File: src/rtl/rx_uart.sv
// rx_uart: 8N1 serial receiver. Two-flop synchronizer, mid-bit sampling FSM,
// one-entry output buffer drained by valid/ready, framing-error and overrun pulses.
module rx_uart #(
    parameter int unsigned SYSTEM_CLK = 100_000_000,
    parameter int unsigned BAUDRATE   = 9600
) (
    input  logic       clk,
    input  logic       resetn,
    input  logic       rx_in,
    output logic [7:0] rx_data,
    output logic       valid,
    input  logic       ready,
    output logic       frame_err,
    output logic       overrun
);

    localparam int unsigned CPS  = SYSTEM_CLK / BAUDRATE;
    localparam int unsigned HALF = CPS / 2;
    localparam int unsigned CW   = $clog2(CPS) + 1;

    localparam logic [CW-1:0] CntHalf = CW'(HALF - 1);
    localparam logic [CW-1:0] CntFull = CW'(CPS - 1);

    // Below four clocks per bit there is no usable mid-bit sample point.
    if (CPS < 4) begin : g_bad_cfg
        $error("rx_uart: SYSTEM_CLK/BAUDRATE must be at least 4");
    end

    typedef enum logic [2:0] {
        StIdle,
        StStart,
        StData,
        StStop,
        StWaitHigh
    } state_e;

    state_e        state_q, state_d;
    logic [CW-1:0] cnt_q, cnt_d;
    logic [2:0]    bit_idx_q, bit_idx_d;
    logic [7:0]    shift_q, shift_d;
    logic          rx_meta_q, rx_s_q;

    logic [7:0]    rx_data_q, rx_data_d;
    logic          valid_q, valid_d;
    logic          frame_err_q, frame_err_d;
    logic          overrun_q, overrun_d;

    logic          cnt_zero;
    logic          stop_sample;
    logic          accept;

    assign cnt_zero    = (cnt_q == '0);
    assign stop_sample = (state_q == StStop) && cnt_zero;
    assign accept      = valid_q && ready;

    // Two-flop synchronizer; resets to the idle (high) line level.
    always_ff @(posedge clk or negedge resetn) begin
        if (!resetn) begin
            rx_meta_q <= 1'b1;
            rx_s_q    <= 1'b1;
        end else begin
            rx_meta_q <= rx_in;
            rx_s_q    <= rx_meta_q;
        end
    end

    // FSM state register together with the bit timer and shift register.
    always_ff @(posedge clk or negedge resetn) begin
        if (!resetn) begin
            state_q   <= StIdle;
            cnt_q     <= '0;
            bit_idx_q <= '0;
            shift_q   <= '0;
        end else begin
            state_q   <= state_d;
            cnt_q     <= cnt_d;
            bit_idx_q <= bit_idx_d;
            shift_q   <= shift_d;
        end
    end

    // Next-state logic: bit timing and deserialization.
    always_comb begin
        state_d   = state_q;
        cnt_d     = cnt_q;
        bit_idx_d = bit_idx_q;
        shift_d   = shift_q;
        case (state_q)
            StIdle: begin
                if (!rx_s_q) begin
                    cnt_d   = CntHalf;
                    state_d = StStart;
                end
            end
            StStart: begin
                if (cnt_zero) begin
                    if (!rx_s_q) begin
                        cnt_d     = CntFull;
                        bit_idx_d = '0;
                        state_d   = StData;
                    end else begin
                        // Start bit did not survive to mid-bit: treat as a glitch.
                        state_d = StIdle;
                    end
                end else begin
                    cnt_d = cnt_q - CW'(1);
                end
            end
            StData: begin
                if (cnt_zero) begin
                    shift_d   = {rx_s_q, shift_q[7:1]};
                    bit_idx_d = bit_idx_q + 3'd1;
                    cnt_d     = CntFull;
                    if (bit_idx_q == 3'd7) begin
                        state_d = StStop;
                    end
                end else begin
                    cnt_d = cnt_q - CW'(1);
                end
            end
            StStop: begin
                if (cnt_zero) begin
                    // Leaving at mid-stop-bit lets back-to-back frames be caught.
                    state_d = rx_s_q ? StIdle : StWaitHigh;
                end else begin
                    cnt_d = cnt_q - CW'(1);
                end
            end
            StWaitHigh: begin
                // Hold off until the line recovers so a break reports only once.
                if (rx_s_q) begin
                    state_d = StIdle;
                end
            end
            default: begin
                state_d = StIdle;
            end
        endcase
    end

    // Output logic: buffer commit, handshake drain and status pulses.
    always_comb begin
        rx_data_d   = rx_data_q;
        valid_d     = valid_q;
        frame_err_d = 1'b0;
        overrun_d   = 1'b0;
        if (accept) begin
            valid_d = 1'b0;
        end
        if (stop_sample) begin
            if (rx_s_q) begin
                // A byte being accepted this cycle frees the slot for the new one.
                if (!valid_q || accept) begin
                    rx_data_d = shift_q;
                    valid_d   = 1'b1;
                end else begin
                    overrun_d = 1'b1;
                end
            end else begin
                frame_err_d = 1'b1;
            end
        end
    end

    // Registered outputs.
    always_ff @(posedge clk or negedge resetn) begin
        if (!resetn) begin
            rx_data_q   <= '0;
            valid_q     <= 1'b0;
            frame_err_q <= 1'b0;
            overrun_q   <= 1'b0;
        end else begin
            rx_data_q   <= rx_data_d;
            valid_q     <= valid_d;
            frame_err_q <= frame_err_d;
            overrun_q   <= overrun_d;
        end
    end

    assign rx_data   = rx_data_q;
    assign valid     = valid_q;
    assign frame_err = frame_err_q;
    assign overrun   = overrun_q;

endmodule

File: config.mk
export PLATFORM = sky130hd
export DESIGN_NAME = rx_uart
export DESIGN_NICKNAME = d
export VERILOG_FILES = /design/src/rtl/rx_uart.sv
export SDC_FILE = /design/constraint.sdc
export NUM_CORES = 1
export LEC_CHECK = 0
export CAP_MARGIN = 20
export CORE_ASPECT_RATIO = 0.8
export CORE_UTILIZATION = 47
export CTS_BUF_LIST = sky130_fd_sc_hd__clkbuf_16
export CTS_CLUSTER_DIAMETER = 40
export DETAILED_ROUTE_END_ITERATION = 16
export PLACE_DENSITY = 0.74
export SLEW_MARGIN = 40
export SYNTH_ARGS = -nofsm -noshare
export SYNTH_HDL_FRONTEND = slang
export SYNTH_SLANG_ARGS = --single-unit
File: constraint.sdc
create_clock -name clk -period 3.5 [get_ports clk]
set_clock_uncertainty 0.05 [all_clocks]
set_input_delay 0.7 -clock clk [delete_from_list [all_inputs] [get_ports clk]]
set_output_delay 0.7 -clock clk [all_outputs]
set_load 0.05 [all_outputs]
==> results.cfg, run 1 <==
[global_route]
globalRouteOverflowTotal = 0
antenna_found_initial = 0
grt_pass1_wl_um = 6760
grt_usage = 0.192
grt_pass1_vias = 1341
grt_start_max_net_pins = 43

[place]
place_congestion = 0.893
dp_hpwl_um = 2890
port_buffers = 14

[synth]
syn_nets = 206
synthArstFlopShare = 1.00
synth_area_leaders = dfrtp_1 47%, mux2_4 5.0%, mux2_1 4.2%, a21oi_1 3.5%, nand2_1 3.4%
synth_common_cells = 40 x dfrtp_1, 19 x nand2_1, 19 x nor2_1
yosys_warnings = 0
synth_edf_count = 0
syn_area_um2 = 2120
synthDistinctLibCells = 49
synth_seq_cells = 42
synth.most_common_cell = dfrtp_1
yosysSeqAreaShare = 0.497
synth_flop_cell = dfrtp_1
postSynthAreaPerCell_um2 = 10.7
synth_top_area_cell = dfrtp_1
synthCells = 199
netlist.area_leader.share = 0.472

[worst_setup_path]
cp_slowest_cell = o21ai_1
max_stage_delay_ps = 620
crit_type = flop to flop
path_cells = inv_1, ha_1, nor3b_2, nand4_2, o21ai_1, o21ai_1, a22o_1
critPathLaunchType = flop
cp-end-kind = flop
crit_required_ps = 3620
crit_top_cell = o21ai_1
cp_max_fo = 11
cp.arrival_ps = 2680

[floorplan]
start_util = 0.498
io_pins = 15
num_rows = 21
die_w_um = 77.1
dieArea_um2 = 4790
die-height_um = 62.1
fp.coreArea_um2 = 4260

[timing]
slew_headroom = 0.521
fin_crit_sh = 0.731
slew_violations = 0
finalHoldViolations = 0
setup_viol = 0
tightest_slew_ps = 714
period_minus_slack_ps = 2560
clock.fmax_mhz = 391
fin_tns_setup_ps = 0
rsz0062_at_grt = no

[final_layout]
n_antenna_cell = 0
final_net_count = 220
fillers = 369
area_growth_pct = 14.4
seq_area_um2 = 1050
fin_util = 0.570
drive_above_1_share = 0.136
multiInputGateArea_um2 = 1000

[power_and_ir_drop]
internal_power_w = 0.000752
p_sw_w = 0.000192
netSwitchingFraction = 0.203
p_seq_frac = 0.519
combPwrFrac = 0.015
power.leakage_nw = 1.12
pwr-share-clk = 0.466
power_density_nw_per_um2 = 389
ir_drop_mv = 0.231

[cts]
cts_setup_buffers = 0
cts_resized = 0
htree_levels = 2
cts_tree = yes
cts_sinks = 42
cts_buffers = 5
clk_latency_ps = 290
postCtsHoldBufs = 0
cts_root_buf = clkbuf_16
cts_buffer_depth = 2
path_clk_slew_ps = 60

[route]
post_drt_wl_per_cell_um = 15.4
dr.first_iter.drc_count = 115
wirelength_um = 4160
ant_nets = 0
drc = 0
vias = 1532
drt-pass1-iter-count = 4
viasPerCell = 5.65

[job]
maxCapViolations = 0

[worst_hold_path]
hold_class = flop to flop

[run_status]
status = completed
worst paths after layout:
| kind | from | to | slack (ps) | depth (start not counted) |
|---|---|---|---|---|
| min in group asynchronous | resetn | cnt_q[1] | 340 | 1 |
| max | cnt_q[0] | cnt_q[5] | 940 | 7 |
| min reg2reg | rx_meta_q | rx_s_q | 300 | 0 |
| max reg2reg | cnt_q[0] | cnt_q[5] | 940 | 7 |
| min | rx_meta_q | rx_s_q | 300 | 0 |
| max in group asynchronous | resetn | rx_s_q | 2700 | 1 |
routing by layer:
metal | wire, um | track usage
met2 | 1690 | 0.279
met4 | 69 | 0.105
met1 | 2240 | 0.276
met5 | 0 | 0
met3 | 157 | 0.0350
layout make-up:
type / count / share of cell area
repair buffers: 14 / 0.0567
clock inverters: 3 / 0.00670
clock buffers: 5 / 0.0516
well taps: 57 / 0.0294
multi-input cells: 144 / 0.412
flip-flops and latches: 42 / 0.434
inverters: 6 / 0.00928
kinds of logic after synthesis:
| group | count (synthesis) | synth area share |
|---|---|---|
| flip-flops | 42 | 0.497 |
| buffers and inverters | 13 | 0.0348 |
| adder cells (fa/ha/maj) | 3 | 0.0177 |
| AO/OA/AOI/OAI | 45 | 0.135 |
| AND/OR/NAND/NOR | 79 | 0.214 |
| multiplexers | 16 | 0.0973 |
| XOR/XNOR | 1 | 0.00413 |
power by group through the flow:
stage	combinational, W	clock, W	sequential [W]
floorplan	0.00000225	0	0.000498
detailed placement	0.0000152	0	0.000498
CTS	0.0000152	0.000449	0.000489
global route	0.0000168	0.000466	0.000489
finish	0.0000142	0.000440	0.000489
global placement	0.0000146	0	0.000498
flip-flops by register name, indices dropped and copies added, names as in the netlist:
| signal | flops |
|---|---|
| rx_data | 8 |
| valid | 1 |
| state_q | 3 |
| shift_q | 8 |
| overrun | 1 |
| frame_err | 1 |
| cnt_q | 15 |
| bit_idx_q | 3 |
| rx_meta_q | 1 |
| rx_s_q | 1 |
worst max-delay path: cells and delay by family, from the launching register on:
family                   cells  cell delay, ps
AO/OA/AOI/OAI                3            1060
adder cells (fa/ha/maj)      1             200
AND/OR/NAND/NOR              2             650
flip-flops                   1             420
buffers and inverters        1              70
layout by cell type, fill, tap and decap left out, types with 3 or more instances in the layout:
master / count
a21oi_1: 15
nand4_1: 3
mux2_4: 7
and3_1: 3
clkbuf_16: 5
nand2_1: 19
inv_1: 6
mux2_1: 8
clkdlybuf4s50_1: 13
nor4_1: 3
a211oi_1: 4
nor3_1: 10
nor2_1: 19
ha_1: 3
dfrtp_1: 40
o21ai_0: 4
o21ai_1: 6
a22o_1: 6
stage by stage:
stage | setup WS (ps) | std cells | power (W) | instance area (um2) | hold slack, ps
after detailed placement | 981 | 263 | 0.000513 | 2280 | 298
final | 943 | 271 | 0.000944 | 2430 | 305
after floorplan | 1410 | 199 | 0.000500 | 2120 | 295
after global placement | 1060 | 263 | 0.000513 | 2280 | 296
after global routing | 696 | 271 | 0.000972 | 2430 | 314
after CTS | 976 | 271 | 0.000953 | 2430 | 306
Power figures use the tool's default switching activity.
==> run 2, diff against run 1 <==
==> constraint.sdc (replaced) <==
create_clock -name clk -period 2.4 [get_ports clk]
set_clock_uncertainty 0.05 [all_clocks]
set_input_delay 0.48 -clock clk [delete_from_list [all_inputs] [get_ports clk]]
set_output_delay 0.48 -clock clk [all_outputs]
set_load 0.05 [all_outputs]
==> run 2 against run 1 <==
Cell area is 3.7% higher; via count up 4.2%; utilization increased by 2.1 points; critical endpoint is now shift_q[1]; hold slack better by 3.4 ps; critical path depth unchanged; combinational power is 70% higher; final cell count increased by 4.1%; global-route usage up 0.66 points; worst setup slack lost 770 ps; largest cell class unchanged; highest routed layer unchanged.
==> results.cfg, run 2 (synthesis results as in run 1) <==
[route]
dr.first_iter.drc_count = 154
wirelength_um = 4310
drc = 0
drt-pass1-iter-count = 4
viasPerCell = 5.66
post_drt_wl_per_cell_um = 15.3
ant_nets = 0
vias = 1596

[cts]
htree_levels = 2
cts_root_buf = clkbuf_16
clk_latency_ps = 280
cts_buffer_depth = 2
cts_buffers = 5
cts_sinks = 42
path_clk_slew_ps = 70
cts_tree = yes
cts_setup_buffers = 0

[final_layout]
final_common_cell = dfrtp_1
stdcell_count = 282
area_growth_pct = 18.6
regMostFlops = cnt_q
n_antenna_cell = 0
largest_reg_flops = 15
drive_above_1_share = 0.178
layout_common_cells = 40 x dfrtp_1, 19 x nor2_1, 19 x nand2_1
final_net_count = 231

[floorplan]
die-height_um = 62.1
fp.coreArea_um2 = 4260
io_pins = 15
dieArea_um2 = 4790
num_rows = 21
start_util = 0.498
die_w_um = 77.1

[global_route]
grt_start_max_net_pins = 20
grt_busiest_layer = met2
grt_pass1_vias = 1501
antenna_found_initial = 0
grtUsageMet1 = 0.289
grt_use_met3 = 0.0350
grt_usage = 0.199
grtUsageMet2 = 0.309
grt_pass1_wl_um = 7160
globalRouteOverflowTotal = 0

[timing]
fin_crit_sh = 0.926
fin_tns_setup_ps = 0
clock.fmax_mhz = 450
finalHoldViolations = 0
rsz0062_at_grt = no
slew_violations = 0
whs_ps = 308
period_minus_slack_ps = 2220
slew_headroom = 0.663
tightest_slew_ps = 504
setup_viol = 0
fin_ws_ps = 177

[worst_hold_path]
hold_class = flop to flop

[worst_setup_path]
crit_required_ps = 2520
rrSetupSlack_ps = 180
critPathLaunchType = flop
cp.arrival_ps = 2340
cp-end-kind = flop
crit_type = flop to flop
cp_max_fo = 11

[job]
maxCapViolations = 0

[power_and_ir_drop]
power.leakage_nw = 1.17
ir_drop_mv = 0.455
power_density_nw_per_um2 = 560
power_w = 0.00141

[place]
dp_hpwl_um = 3090
dp_slack_ps = 59.8
place_congestion = 0.865
dp.cells = 273
port_buffers = 14

[run_status]
status = completed
## run 2: cell count changes in the layout (fill, tap and decap cells not counted), sizes merged
cell | before | now
buf | 1 | 11
clkinv | 2 | 0
clkinvlp | 1 | 2
dlygate4sd3 | 0 | 1
inv | 6 | 7
## run 2: report_power, final
part	switching, W	internal [W]	total, W
Clock	0.000283	0.000389	0.000671
Sequential	0.00000213	0.000711	0.000713
Combinational	0.0000155	0.00000874	0.0000242
Total	0.000300	0.00111	0.00141
## run 2: worst max-delay path: stages (launching register included)
cell     delay, ps
dfrtp_1        420
inv_1           80
ha_1           190
nor3b_2        310
nand4_1        170
nor2_2         190
and3_4         330
mux2_2         370
## run 2: cell type report
type                       instances  area [um2]
sequential                        42        1050
tap                               57        71.3
inverter                           6        22.5
timing repair buffer              25         220
fill                             360        1740
clock inverter                     3        23.8
multi-input combinational        144        1000
clock buffer                       5         125
## run 2: through the flow
stage,instance area (um2),utilization
final,2520,0.591
after global routing,2520,0.591
after CTS,2510,0.590
after detailed placement,2350,0.552
after global placement,2350,0.552
after floorplan,2120,-
## run 2: final timing paths
check,start,endpoint,cells past startpoint
max,cnt_q[0],shift_q[1],7
min in group asynchronous,resetn,cnt_q[2],2
max in group asynchronous,resetn,rx_s_q,3
min,rx_meta_q,rx_s_q,0
max reg2reg,cnt_q[0],shift_q[1],7
min reg2reg,rx_meta_q,rx_s_q,0
## run 2: what timing repair did
item | 4_1_cts | 5_1_grt
gates resized for setup | 0 | 1
hold buffers | 1 | 0
endpoints found under the setup margin | 0 | 9
endpoints found under the hold margin | 4 | 0
## run 2: routing by layer
layer,part of all wire,up-vias,wire (um)
met2,0.43,42,1860
met3,0.054,5,233
met1,0.51,771,2180
li1,-,778,-
met5,0,-,0
met4,0.0083,0,36
==> run 3, diff against run 2 <==
--- a/config.mk
+++ b/config.mk
@@ -5,13 +5,16 @@
 export SDC_FILE = /design/constraint.sdc
 export NUM_CORES = 1
 export LEC_CHECK = 0
+export ABC_CLOCK_PERIOD_IN_PS = 2400
 export CAP_MARGIN = 20
 export CORE_ASPECT_RATIO = 0.8
+export CORE_MARGIN = 2
 export CORE_UTILIZATION = 47
 export CTS_BUF_LIST = sky130_fd_sc_hd__clkbuf_16
 export CTS_CLUSTER_DIAMETER = 40
 export DETAILED_ROUTE_END_ITERATION = 16
 export PLACE_DENSITY = 0.74
+export SKIP_CTS_REPAIR_TIMING = 1
 export SLEW_MARGIN = 40
 export SYNTH_ARGS = -nofsm -noshare
 export SYNTH_HDL_FRONTEND = slang
==> run 3 against run 2 <==
Hold slack worse by 230 ps; clock power is 2% higher; final cell count is 0.35% lower; register-to-register slack worse by 30 ps; utilization is 0.21 points lower; die area is 5.9% higher; sequential share of layout area is 0.15 points higher; critical path type unchanged; largest cell class unchanged; largest power group unchanged.
==> results.cfg, run 3 (synthesis results as in run 1) <==
[run_status]
status = completed

[place]
dp_hpwl_um = 3140
place_congestion = 0.901
port_buffers = 14
placed_cell_area_um2 = 2350

[final_layout]
design_area_um2 = 2510
layout_common_cells = 40 x dfrtp_1, 19 x nor2_1, 19 x nand2_1
drive_above_1_share = 0.179
regMostFlops = cnt_q
n_antenna_cell = 0
area_growth_pct = 18.2
final_common_cell = dfrtp_1
final_net_count = 230
largest_reg_flops = 15

[cts]
htree_levels = 2
path_clk_slew_ps = 60
cts_buffer_depth = 2
cts_sinks = 42
cts_buffers = 5
clk_latency_ps = 290
cts_root_buf = clkbuf_16
cts_tree = yes

[timing]
rsz0062_at_grt = no
slew_violations = 0
clock.fmax_mhz = 444
tightest_slew_ps = 504
slew_headroom = 0.663
fin_tns_setup_ps = 0
fin_crit_sh = 0.938
setup_viol = 0
finalHoldViolations = 0
period_minus_slack_ps = 2250

[power_and_ir_drop]
pwr-share-clk = 0.482
power_density_nw_per_um2 = 567
power.leakage_nw = 1.17
p_seq_frac = 0.501
combPwrFrac = 0.016
ir_drop_mv = 0.341
power_w = 0.00142
p_sw_w = 0.000313
internal_power_w = 0.00111
netSwitchingFraction = 0.220

[floorplan]
io_pins = 15
fp.coreArea_um2 = 4260
start_util = 0.498
die-height_um = 64.1
die_w_um = 79.1
dieArea_um2 = 5070
num_rows = 21

[route]
wirelength_um = 4380
drc = 0
vias = 1633
ant_nets = 0
viasPerCell = 5.81
post_drt_wl_per_cell_um = 15.6
drt-pass1-iter-count = 4
dr.first_iter.drc_count = 145

[worst_setup_path]
regToRegEndpoint = shift_q[1]
max_stage_delay_ps = 420
cp.arrival_ps = 2380
critPathLaunchType = flop
rrSetupSlack_ps = 150
cp_max_fo = 11
endpoint = shift_q[1]
path_cells = inv_1, ha_1, nor3b_2, nand4_1, nor2_2, and3_4, mux2_2
crit_required_ps = 2530
cp-end-kind = flop
reg2reg_from = cnt_q[0]
reg2reg_depth = 7
crit_type = flop to flop
cp_slowest_cell = dfrtp_1
crit_start = cnt_q[0]

[global_route]
grt_pass1_wl_um = 7270
grt_usage = 0.190
globalRouteOverflowTotal = 0
grt_pass1_vias = 1464
grt_start_max_net_pins = 20
antenna_found_initial = 0

[job]
maxCapViolations = 0

[worst_hold_path]
hold_class = input pin to async pin
-- run 3: cell count changes in the layout (fill, tap and decap cells not counted), sizes merged --
| cell | previous run | this run |
|---|---|---|
| clkinv | 0 | 1 |
| clkinvlp | 2 | 1 |
| dlygate4sd3 | 1 | 0 |
-- run 3: layout make-up --
cell class,instances,area [um2]
Sequential cell,42,1050
Clock inverter,3,25.0
Timing Repair Buffer,24,210
Inverter,6,22.5
Multi-Input combinational cell,144,1000
Fill cell,359,1750
Tap cell,57,71.3
Clock buffer,5,125
-- run 3: critical path: cells and delay by family (launching register included) --
kind	cells	cell delay, ps
adder cells (fa/ha/maj)	1	190
buffers and inverters	1	80
flip-flops	1	420
multiplexers	1	360
AND/OR/NAND/NOR	4	1030
-- run 3: per-layer routing --
| metal | up-vias | track usage | wire length, um |
|---|---|---|---|
| met1 | 808 | 0.288 | 2180 |
| li1 | 775 | - | - |
| met4 | 0 | 0.0539 | 61 |
| met5 | - | 0 | 0 |
| met2 | 46 | 0.261 | 1880 |
| met3 | 4 | 0.0593 | 265 |
-- run 3: power by group through the flow --
stage	Clock [W]	Combinational, W	Sequential (W)
floorplan	0	0.00000328	0.000726
global placement	0	0.0000240	0.000726
detailed placement	0	0.0000243	0.000726
CTS	0.000696	0.0000244	0.000713
global route	0.000737	0.0000266	0.000713
finish	0.000686	0.0000232	0.000713
-- run 3: how the worst min path moves through the flow --
stage / slack, ps / depth (start not counted) / startpoint / to
final: 80 / 1 / resetn / cnt_q[2]
after global routing: 100 / 1 / resetn / rx_data[4]
after CTS: 90 / 1 / resetn / cnt_q[2]
after detailed placement: 300 / 0 / rx_meta_q / rx_s_q
after global placement: 300 / 0 / rx_meta_q / rx_s_q
after floorplan: 130 / 0 / resetn / bit_idx_q[0]
-- run 3: through the flow --
step	utilization	hold WS, ps	std cells	worst slack (ps)
global route	0.589	100	281	6.95
detailed placement	0.552	298	273	58.4
CTS	0.588	90.9	281	49.9
global placement	0.552	297	273	167
floorplan	-	134	199	313
finish	0.589	77.6	281	149
